[config.mk]
export PLATFORM = sky130hd
export DESIGN_NAME = alu_seq_n_bits_flat
export DESIGN_NICKNAME = d
export VERILOG_FILES = /design/src/rtl/alu_seq_n_bits_pkg.sv /design/src/rtl/alu_seq_n_bits_if.sv /design/src/rtl/alu_seq_n_bits_divider.sv /design/src/rtl/alu_seq_n_bits.sv /design/src/flat_wrapper.sv
export SDC_FILE = /design/constraint.sdc
export NUM_CORES = 1
export LEC_CHECK = 0
export ABC_AREA = 1
export CAP_MARGIN = 5
export CORE_MARGIN = 2
export CORE_UTILIZATION = 50
export CTS_BUF_LIST = sky130_fd_sc_hd__clkbuf_16
export CTS_CLUSTER_SIZE = 25
export DETAILED_ROUTE_END_ITERATION = 8
export GPL_ROUTABILITY_DRIVEN = 0
export PLACE_DENSITY_LB_ADDON = 0.3
export RECOVER_POWER = 50
export SLEW_MARGIN = 0
export SYNTH_ARGS = -nofsm -noshare
export SYNTH_HDL_FRONTEND = slang
export SYNTH_SLANG_ARGS = --single-unit
[constraint.sdc]
create_clock -name clk -period 3.38 [get_ports clk]
set_clock_uncertainty 0.2 [all_clocks]
set_input_delay 0.338 -clock clk [delete_from_list [all_inputs] [get_ports clk]]
set_output_delay 0.338 -clock clk [all_outputs]
set_load 0.005 [all_outputs]
[src/rtl/alu_seq_n_bits_pkg.sv]
// Shared types for the sequential ALU: opcodes, FSM states and the multi-cycle opcode test.
// Optional multiplier is enabled by defining ALU_SEQ_MUL_EN.
package alu_seq_pkg;

  typedef enum logic [3:0] {
    OP_ADD  = 4'd0,
    OP_SUB  = 4'd1,
    OP_AND  = 4'd2,
    OP_OR   = 4'd3,
    OP_XOR  = 4'd4,
    OP_LSR  = 4'd5,
    OP_LSL  = 4'd6,
    OP_MOD  = 4'd7,
    OP_PASS = 4'd8,
    OP_DIV  = 4'd9,
    OP_MUL  = 4'd10
  } op_e;

  typedef enum logic [1:0] {
    ST_IDLE,
    ST_CALC,
    ST_FIN
  } state_e;

  function automatic logic is_multicycle(op_e op);
`ifdef ALU_SEQ_MUL_EN
    return (op == OP_MOD) || (op == OP_DIV) || (op == OP_MUL);
`else
    return (op == OP_MOD) || (op == OP_DIV);
`endif
  endfunction

endpackage

[src/rtl/alu_seq_n_bits_if.sv]
// Request/result bundle between the controller (master) and the sequential ALU (slave).
interface alu_seq_n_bits_if #(parameter int N = 8);
  logic         start;
  logic [N-1:0] a;
  logic [N-1:0] b;
  logic [3:0]   control;
  logic         busy;
  logic         done;
  logic [N-1:0] result;
  logic         v;
  logic         c;
  logic         n;
  logic         z;
  logic         dz;

  modport master (
    output start, a, b, control,
    input  busy, done, result, v, c, n, z, dz
  );

  modport slave (
    input  start, a, b, control,
    output busy, done, result, v, c, n, z, dz
  );
endinterface

[src/rtl/alu_seq_n_bits_divider.sv]
// Iterative unsigned restoring divider: load once, then one quotient bit per step (MSB first).
module seq_divider_n_bits #(parameter int N = 8) (
  input  logic         clk,
  input  logic         rst_n,
  input  logic         load,
  input  logic         step,
  input  logic [N-1:0] dividend,
  input  logic [N-1:0] divisor,
  output logic [N-1:0] quotient,
  output logic [N-1:0] remainder
);
  logic [N-1:0] quo_q, quo_d;
  logic [N-1:0] rem_q, rem_d;
  logic [N-1:0] dvs_q, dvs_d;
  logic [N:0]   shifted;
  logic [N:0]   trial;

  always_comb begin
    quo_d   = quo_q;
    rem_d   = rem_q;
    dvs_d   = dvs_q;
    shifted = {rem_q, quo_q[N-1]};
    // Partial remainder is always < 2*divisor, so bit N of trial is a clean borrow.
    trial   = shifted - {1'b0, dvs_q};
    if (load) begin
      quo_d = dividend;
      rem_d = '0;
      dvs_d = divisor;
    end else if (step) begin
      if (!trial[N]) begin
        rem_d = trial[N-1:0];
        quo_d = {quo_q[N-2:0], 1'b1};
      end else begin
        rem_d = shifted[N-1:0];
        quo_d = {quo_q[N-2:0], 1'b0};
      end
    end
  end

  always_ff @(posedge clk or negedge rst_n) begin
    if (!rst_n) begin
      quo_q <= '0;
      rem_q <= '0;
      dvs_q <= '0;
    end else begin
      quo_q <= quo_d;
      rem_q <= rem_d;
      dvs_q <= dvs_d;
    end
  end

  assign quotient  = quo_q;
  assign remainder = rem_q;
endmodule

[src/rtl/alu_seq_n_bits.sv]
// Registered, handshaked N-bit ALU with iterative div/mod and optional shift-add multiply.
// Define ALU_SEQ_MUL_EN to build the multiplier; otherwise opcode 10 is treated as illegal.
module alu_seq_n_bits
  import alu_seq_pkg::*;
#(
  parameter int N = 8
) (
  input logic             clk,
  input logic             rst_n,
  alu_seq_n_bits_if.slave bus
);
  localparam int           CW        = $clog2(N);
  localparam logic [N-1:0] SHIFT_LIM = N'(N);

  state_e       state_q, state_d;
  op_e          op_q, op_d, start_op;
  logic [N-1:0] a_q, a_d, b_q, b_d;
  logic [CW-1:0] cnt_q, cnt_d;
  logic         busy_q, busy_d, done_q, done_d;
  logic [N-1:0] result_q, result_d;
  logic         v_q, v_d, c_q, c_d, n_q, n_d, z_q, z_d, dz_q, dz_d;
  logic         start_dz, div_load, div_step;
  logic [N-1:0] div_quo, div_rem;
  logic [N-1:0] alu_res;
  logic         alu_v, alu_c, alu_dz;
  logic [N:0]   sum_add, sum_sub;
`ifdef ALU_SEQ_MUL_EN
  logic [2*N-1:0] mcand_q, mcand_d, prod_q, prod_d;
  logic [N-1:0]   mplier_q, mplier_d;
`endif

  seq_divider_n_bits #(.N(N)) u_div (
    .clk       (clk),
    .rst_n     (rst_n),
    .load      (div_load),
    .step      (div_step),
    .dividend  (bus.a),
    .divisor   (bus.b),
    .quotient  (div_quo),
    .remainder (div_rem)
  );

  assign start_op = op_e'(bus.control);
  assign start_dz = ((start_op == OP_DIV) || (start_op == OP_MOD)) && (bus.b == '0);
  assign sum_add  = {1'b0, a_q} + {1'b0, b_q};
  assign sum_sub  = {1'b0, a_q} + {1'b0, ~b_q} + {{N{1'b0}}, 1'b1};

  // Result decode from the latched operands; only sampled in FIN.
  always_comb begin
    alu_res = '0;
    alu_v   = 1'b0;
    alu_c   = 1'b0;
    alu_dz  = 1'b0;
    case (op_q)
      OP_ADD: begin
        alu_res = sum_add[N-1:0];
        alu_c   = sum_add[N];
        alu_v   = (a_q[N-1] == b_q[N-1]) && (alu_res[N-1] != a_q[N-1]);
      end
      OP_SUB: begin
        alu_res = sum_sub[N-1:0];
        alu_c   = sum_sub[N];
        alu_v   = (a_q[N-1] != b_q[N-1]) && (alu_res[N-1] != a_q[N-1]);
      end
      OP_AND:  alu_res = a_q & b_q;
      OP_OR:   alu_res = a_q | b_q;
      OP_XOR:  alu_res = a_q ^ b_q;
      OP_LSR:  alu_res = (b_q >= SHIFT_LIM) ? '0 : (a_q >> b_q);
      OP_LSL:  alu_res = (b_q >= SHIFT_LIM) ? '0 : (a_q << b_q);
      OP_PASS: alu_res = a_q;
      OP_MOD: begin
        alu_dz  = (b_q == '0);
        alu_res = alu_dz ? a_q : div_rem;
      end
      OP_DIV: begin
        alu_dz  = (b_q == '0);
        alu_res = alu_dz ? '1 : div_quo;
      end
`ifdef ALU_SEQ_MUL_EN
      OP_MUL: begin
        alu_res = prod_q[N-1:0];
        alu_c   = |prod_q[2*N-1:N];
        alu_v   = |prod_q[2*N-1:N];
      end
`endif
      default: alu_res = '0;
    endcase
  end

  always_comb begin
    state_d  = state_q;
    op_d     = op_q;
    a_d      = a_q;
    b_d      = b_q;
    cnt_d    = cnt_q;
    busy_d   = busy_q;
    done_d   = 1'b0;
    result_d = result_q;
    v_d      = v_q;
    c_d      = c_q;
    n_d      = n_q;
    z_d      = z_q;
    dz_d     = dz_q;
    div_load = 1'b0;
    div_step = 1'b0;
`ifdef ALU_SEQ_MUL_EN
    mcand_d  = mcand_q;
    mplier_d = mplier_q;
    prod_d   = prod_q;
`endif
    case (state_q)
      ST_IDLE: begin
        if (bus.start) begin
          a_d    = bus.a;
          b_d    = bus.b;
          op_d   = start_op;
          busy_d = 1'b1;
          if (is_multicycle(start_op) && !start_dz) begin
            state_d  = ST_CALC;
            cnt_d    = CW'(N - 1);
            div_load = 1'b1;
`ifdef ALU_SEQ_MUL_EN
            mcand_d  = {{N{1'b0}}, bus.a};
            mplier_d = bus.b;
            prod_d   = '0;
`endif
          end else begin
            state_d = ST_FIN;
          end
        end
      end
      ST_CALC: begin
        div_step = 1'b1;
`ifdef ALU_SEQ_MUL_EN
        if (mplier_q[0]) prod_d = prod_q + mcand_q;
        mcand_d  = mcand_q << 1;
        mplier_d = mplier_q >> 1;
`endif
        cnt_d = cnt_q - CW'(1);
        if (cnt_q == '0) state_d = ST_FIN;
      end
      ST_FIN: begin
        result_d = alu_res;
        v_d      = alu_v;
        c_d      = alu_c;
        n_d      = alu_res[N-1];
        z_d      = (alu_res == '0);
        dz_d     = alu_dz;
        done_d   = 1'b1;
        busy_d   = 1'b0;
        state_d  = ST_IDLE;
      end
      default: state_d = ST_IDLE;
    endcase
  end

  always_ff @(posedge clk or negedge rst_n) begin
    if (!rst_n) begin
      state_q  <= ST_IDLE;
      op_q     <= OP_ADD;
      a_q      <= '0;
      b_q      <= '0;
      cnt_q    <= '0;
      busy_q   <= 1'b0;
      done_q   <= 1'b0;
      result_q <= '0;
      v_q      <= 1'b0;
      c_q      <= 1'b0;
      n_q      <= 1'b0;
      z_q      <= 1'b0;
      dz_q     <= 1'b0;
`ifdef ALU_SEQ_MUL_EN
      mcand_q  <= '0;
      mplier_q <= '0;
      prod_q   <= '0;
`endif
    end else begin
      state_q  <= state_d;
      op_q     <= op_d;
      a_q      <= a_d;
      b_q      <= b_d;
      cnt_q    <= cnt_d;
      busy_q   <= busy_d;
      done_q   <= done_d;
      result_q <= result_d;
      v_q      <= v_d;
      c_q      <= c_d;
      n_q      <= n_d;
      z_q      <= z_d;
      dz_q     <= dz_d;
`ifdef ALU_SEQ_MUL_EN
      mcand_q  <= mcand_d;
      mplier_q <= mplier_d;
      prod_q   <= prod_d;
`endif
    end
  end

  assign bus.busy   = busy_q;
  assign bus.done   = done_q;
  assign bus.result = result_q;
  assign bus.v      = v_q;
  assign bus.c      = c_q;
  assign bus.n      = n_q;
  assign bus.z      = z_q;
  assign bus.dz     = dz_q;
endmodule

[src/flat_wrapper.sv]
// flat-port wrapper written by rule: the top's interface ports become plain ports
module alu_seq_n_bits_flat import alu_seq_pkg::*;
#(
  parameter int N = 8
)
  (clk, rst_n, bus_start, bus_a, bus_b, bus_control, bus_busy, bus_done, bus_result, bus_v, bus_c, bus_n, bus_z, bus_dz);
  alu_seq_n_bits_if #(.N(N)) bus_i ();
  input logic clk;
  input logic rst_n;
  input wire logic [$bits(bus_i.start)-1:0] bus_start;
  input wire logic [$bits(bus_i.a)-1:0] bus_a;
  input wire logic [$bits(bus_i.b)-1:0] bus_b;
  input wire logic [$bits(bus_i.control)-1:0] bus_control;
  output wire logic [$bits(bus_i.busy)-1:0] bus_busy;
  output wire logic [$bits(bus_i.done)-1:0] bus_done;
  output wire logic [$bits(bus_i.result)-1:0] bus_result;
  output wire logic [$bits(bus_i.v)-1:0] bus_v;
  output wire logic [$bits(bus_i.c)-1:0] bus_c;
  output wire logic [$bits(bus_i.n)-1:0] bus_n;
  output wire logic [$bits(bus_i.z)-1:0] bus_z;
  output wire logic [$bits(bus_i.dz)-1:0] bus_dz;
  assign bus_i.start = bus_start;
  assign bus_i.a = bus_a;
  assign bus_i.b = bus_b;
  assign bus_i.control = bus_control;
  assign bus_busy = bus_i.busy;
  assign bus_done = bus_i.done;
  assign bus_result = bus_i.result;
  assign bus_v = bus_i.v;
  assign bus_c = bus_i.c;
  assign bus_n = bus_i.n;
  assign bus_z = bus_i.z;
  assign bus_dz = bus_i.dz;
  alu_seq_n_bits #(.N(N)) u_core (.clk(clk), .rst_n(rst_n), .bus(bus_i));
endmodule
==> flow_summary.json <==
{
  "avgSynthCellArea_um2": 6.73,
  "num_vias": 5381,
  "hold_class": "register to register",
  "io_pins": 38,
  "clk_latency_ns": 0.34,
  "synth_edf_count": 0,
  "dr.pass1.iters": 5,
  "antenna_left": 0,
  "synthMostInstantiatedCell": "nand2_1",
  "grt_pass1_vias": 5111,
  "wirelength_mm": 15.2,
  "critPathTopFamily": "simple AND/OR/NAND/NOR gates",
  "fillers": 957,
  "rows": 37,
  "cp_common_cell": "nand3_1",
  "cp_max_fo": 13,
  "fin_util_pct": 58.5,
  "layout-area-overhead-vs-synth_pct": 15.3,
  "slowest_stage": "dfrtp_1",
  "synth_fp_nets": 828,
  "worstMarginPinSlew_ns": 1.63,
  "p_per_area_nw_per_um2": 1100,
  "nets": 859,
  "drcViolationCount": 0,
  "synth_cells": 768,
  "worst-path-buf-inv": 2,
  "fp.coreArea_um2": 10200,
  "cts-htree-levels": 3,
  "max_freq_ghz": 0.316,
  "vias_per_cell": 5.72,
  "arrival_ns": 3.24,
  "grt_overflow": 0,
  "yosys_most_used_dff": "dfrtp_1",
  "io_buffer_count": 37,
  "violations": "max-capacitance violations, max-slew violations",
  "vdd_drop_max_uv": 698,
  "numCtsBuffers": 9,
  "crit_path_end_kind": "register",
  "synth.distinct_cells": 42,
  "finalHoldViolCount": 0,
  "clkSinkCount": 63,
  "grt.total_usage_pct": 28.2,
  "drive_above_1_share_pct": 6.09,
  "synth_top_area_share_pct": 30.5,
  "yosysSeqAreaShare_pct": 30.5,
  "fin_setup_tns_ns": 0,
  "crit_chain": "inv_1 -> ha_1 -> inv_2 -> a21oi_1 -> nand2_1 -> o21ai_0 -> nand3_1 -> nor2_1 -> nand3_1 -> nor2_1 -> nand3_1 -> nand2_1",
  "synth_common_cells": "188 x nand2_1, 93 x nand3_1, 90 x nor2_1, 88 x inv_1, 63 x dfrtp_1",
  "synth.area.top_cells": "dfrtp_1 31%, nand2_1 14%, nand3_1 9.0%, ha_1 8.2%, nor2_1 6.5%",
  "drt-initial-drc-count": 469,
  "drv_cap": 1,
  "async_flop_share_pct": 100,
  "period_minus_slack_ns": 3.17,
  "grt_max_degree": 47,
  "dp_cells": 923,
  "clk_path_buf_depth": 2,
  "critPathLaunchType": "register",
  "synth.cell_area_um2": 5170,
  "grt_pass1_wl_mm": 25.1,
  "die_x_um": 106,
  "finalCritPeriodShare_pct": 93.7,
  "instances_no_fill": 940,
  "hpwlAfterDp_mm": 11.5,
  "setup_viol_count_final": 0,
  "cts_tree": "yes",
  "critical_path_required_ns": 3.45,
  "r2r_start": "u_core.b_q[2]$_DFFE_PN0P_",
  "antenna_found_initial": 0,
  "outcome": "complete, but fails checks",
  "place_ws_ns": 0.359,
  "ys_ff_latch": 63,
  "setup_ws_ns": 0.214,
  "start_util_pct": 50.7,
  "crit_type": "register to register",
  "cts_root_buf": "clkbuf_16",
  "slew_headroom_pct": -8.82,
  "max_stage_delay_ns": 0.61,
  "yosysWarnings": 0,
  "cts.reportedPaths.clkPinSlew_ns": 0.06,
  "stdcell_area_um2": 5950,
  "total_power_mw": 6.54,
  "placed_cell_area_um2": 5610,
  "die_h_um": 106,
  "leakagePower_nw": 3.05,
  "wl_per_cell_um": 16.2,
  "critPathLaunch": "u_core.b_q[2]$_DFFE_PN0P_",
  "synth_area_leader_cell": "dfrtp_1",
  "fin_hold_ws_ns": 0.270,
  "finalMaxSlewViolations": 41,
  "rsz0062_at_grt": "false",
  "diodes": 0,
  "die_area_um2": 11200,
  "min-delay-start": "u_core.bus.busy$_DFFE_PN0P_"
}
==> cells in the final DEF, fill, tap and decap left out, types with 3 or more instances in the layout <==
master and count:
nand2_1 188, nand3_1 93, nor2_1 90, inv_1 88, dfrtp_1 63, o21ai_0 55
a21oi_1 36, ha_1 34, clkdlybuf4s50_1 20, nand4_1 19, dlygate4sd3_1 17, clkbuf_16 9
nor2_2 7, nor3_1 7, o211ai_1 6, inv_2 6, buf_4 6, nor2_4 5
o21ai_1 5, xor2_1 5, nand3b_1 4, clkinv_1 3, o221ai_1 3, fa_1 3
bufinv_16 3
==> kinds of logic after synthesis <==
| group | after synthesis | share of synthesized area, % |
|---|---|---|
| AOI/OAI and AO/OA | 116 | 12.4 |
| xor gates and xnor gates | 7 | 1.33 |
| adders and majority gates | 37 | 9.40 |
| buffers and inverters | 122 | 9.95 |
| DFF | 63 | 30.5 |
| and+or+nand+nor | 423 | 36.4 |
==> final cells by class <==
cell class,count,area (um2),share of cell area (%)
tap,136,170,2.86
multi-input combinational,583,3080,51.6
sequential,63,1580,26.5
clock inverter,7,119,2.00
clock buffer,9,225,3.78
timing repair buffer,46,428,7.19
inverter,96,360,6.05
==> sequential cells by signal (all words and copies together) (netlist names) <==
name,count
u_core.a_q,8
u_core.b_q,8
u_core.bus.busy,1
u_core.bus.c,1
u_core.bus.done,1
u_core.bus.dz,1
u_core.bus.n,1
u_core.bus.result,7
u_core.bus.v,1
u_core.bus.z,1
u_core.cnt_q,3
u_core.op_q,4
u_core.state_q,2
u_core.u_div.dvs_q,8
u_core.u_div.quotient,8
u_core.u_div.remainder,8
==> per-layer routing <==
| layer | routed length (um) | global-route usage, % |
|---|---|---|
| met1 | 6160 | 36.5 |
| met5 | 0 | 0 |
| met2 | 6980 | 45.7 |
| met4 | 643 | 13.2 |
| met3 | 1430 | 5.32 |
==> timing repair <==
action,CTS,global route
hold buffers,1,0
buffers inserted,0,0
hold endpoints to repair,17,0
gates resized for setup,0,0
==> power breakdown <==
part	internal [mW]	switching, mW
Clock	0.722	0.367
Combinational	1.36	2.58
Sequential	1.10	0.413
==> worst paths after layout <==
path	endpoint	slack, ns	cells past startpoint
max	u_core.bus.z$_DFFE_PN0P_	0.21	12
min	u_core.bus.busy$_DFFE_PN0P_	0.27	2
max reg2reg	u_core.bus.z$_DFFE_PN0P_	0.21	12
min reg2reg	u_core.bus.busy$_DFFE_PN0P_	0.27	2
max in group asynchronous	u_core.u_div.quotient[3]$_DFFE_PN0P_	0.70	3
min in group asynchronous	u_core.bus.v$_DFFE_PN0P_	0.54	2
==> tightest hold or removal path: stages, from the launching register on <==
cell     delay [ns]
dfrtp_1        0.34
nand2_1        0.05
nand2_1        0.04
Power figures use the tool's default switching activity.
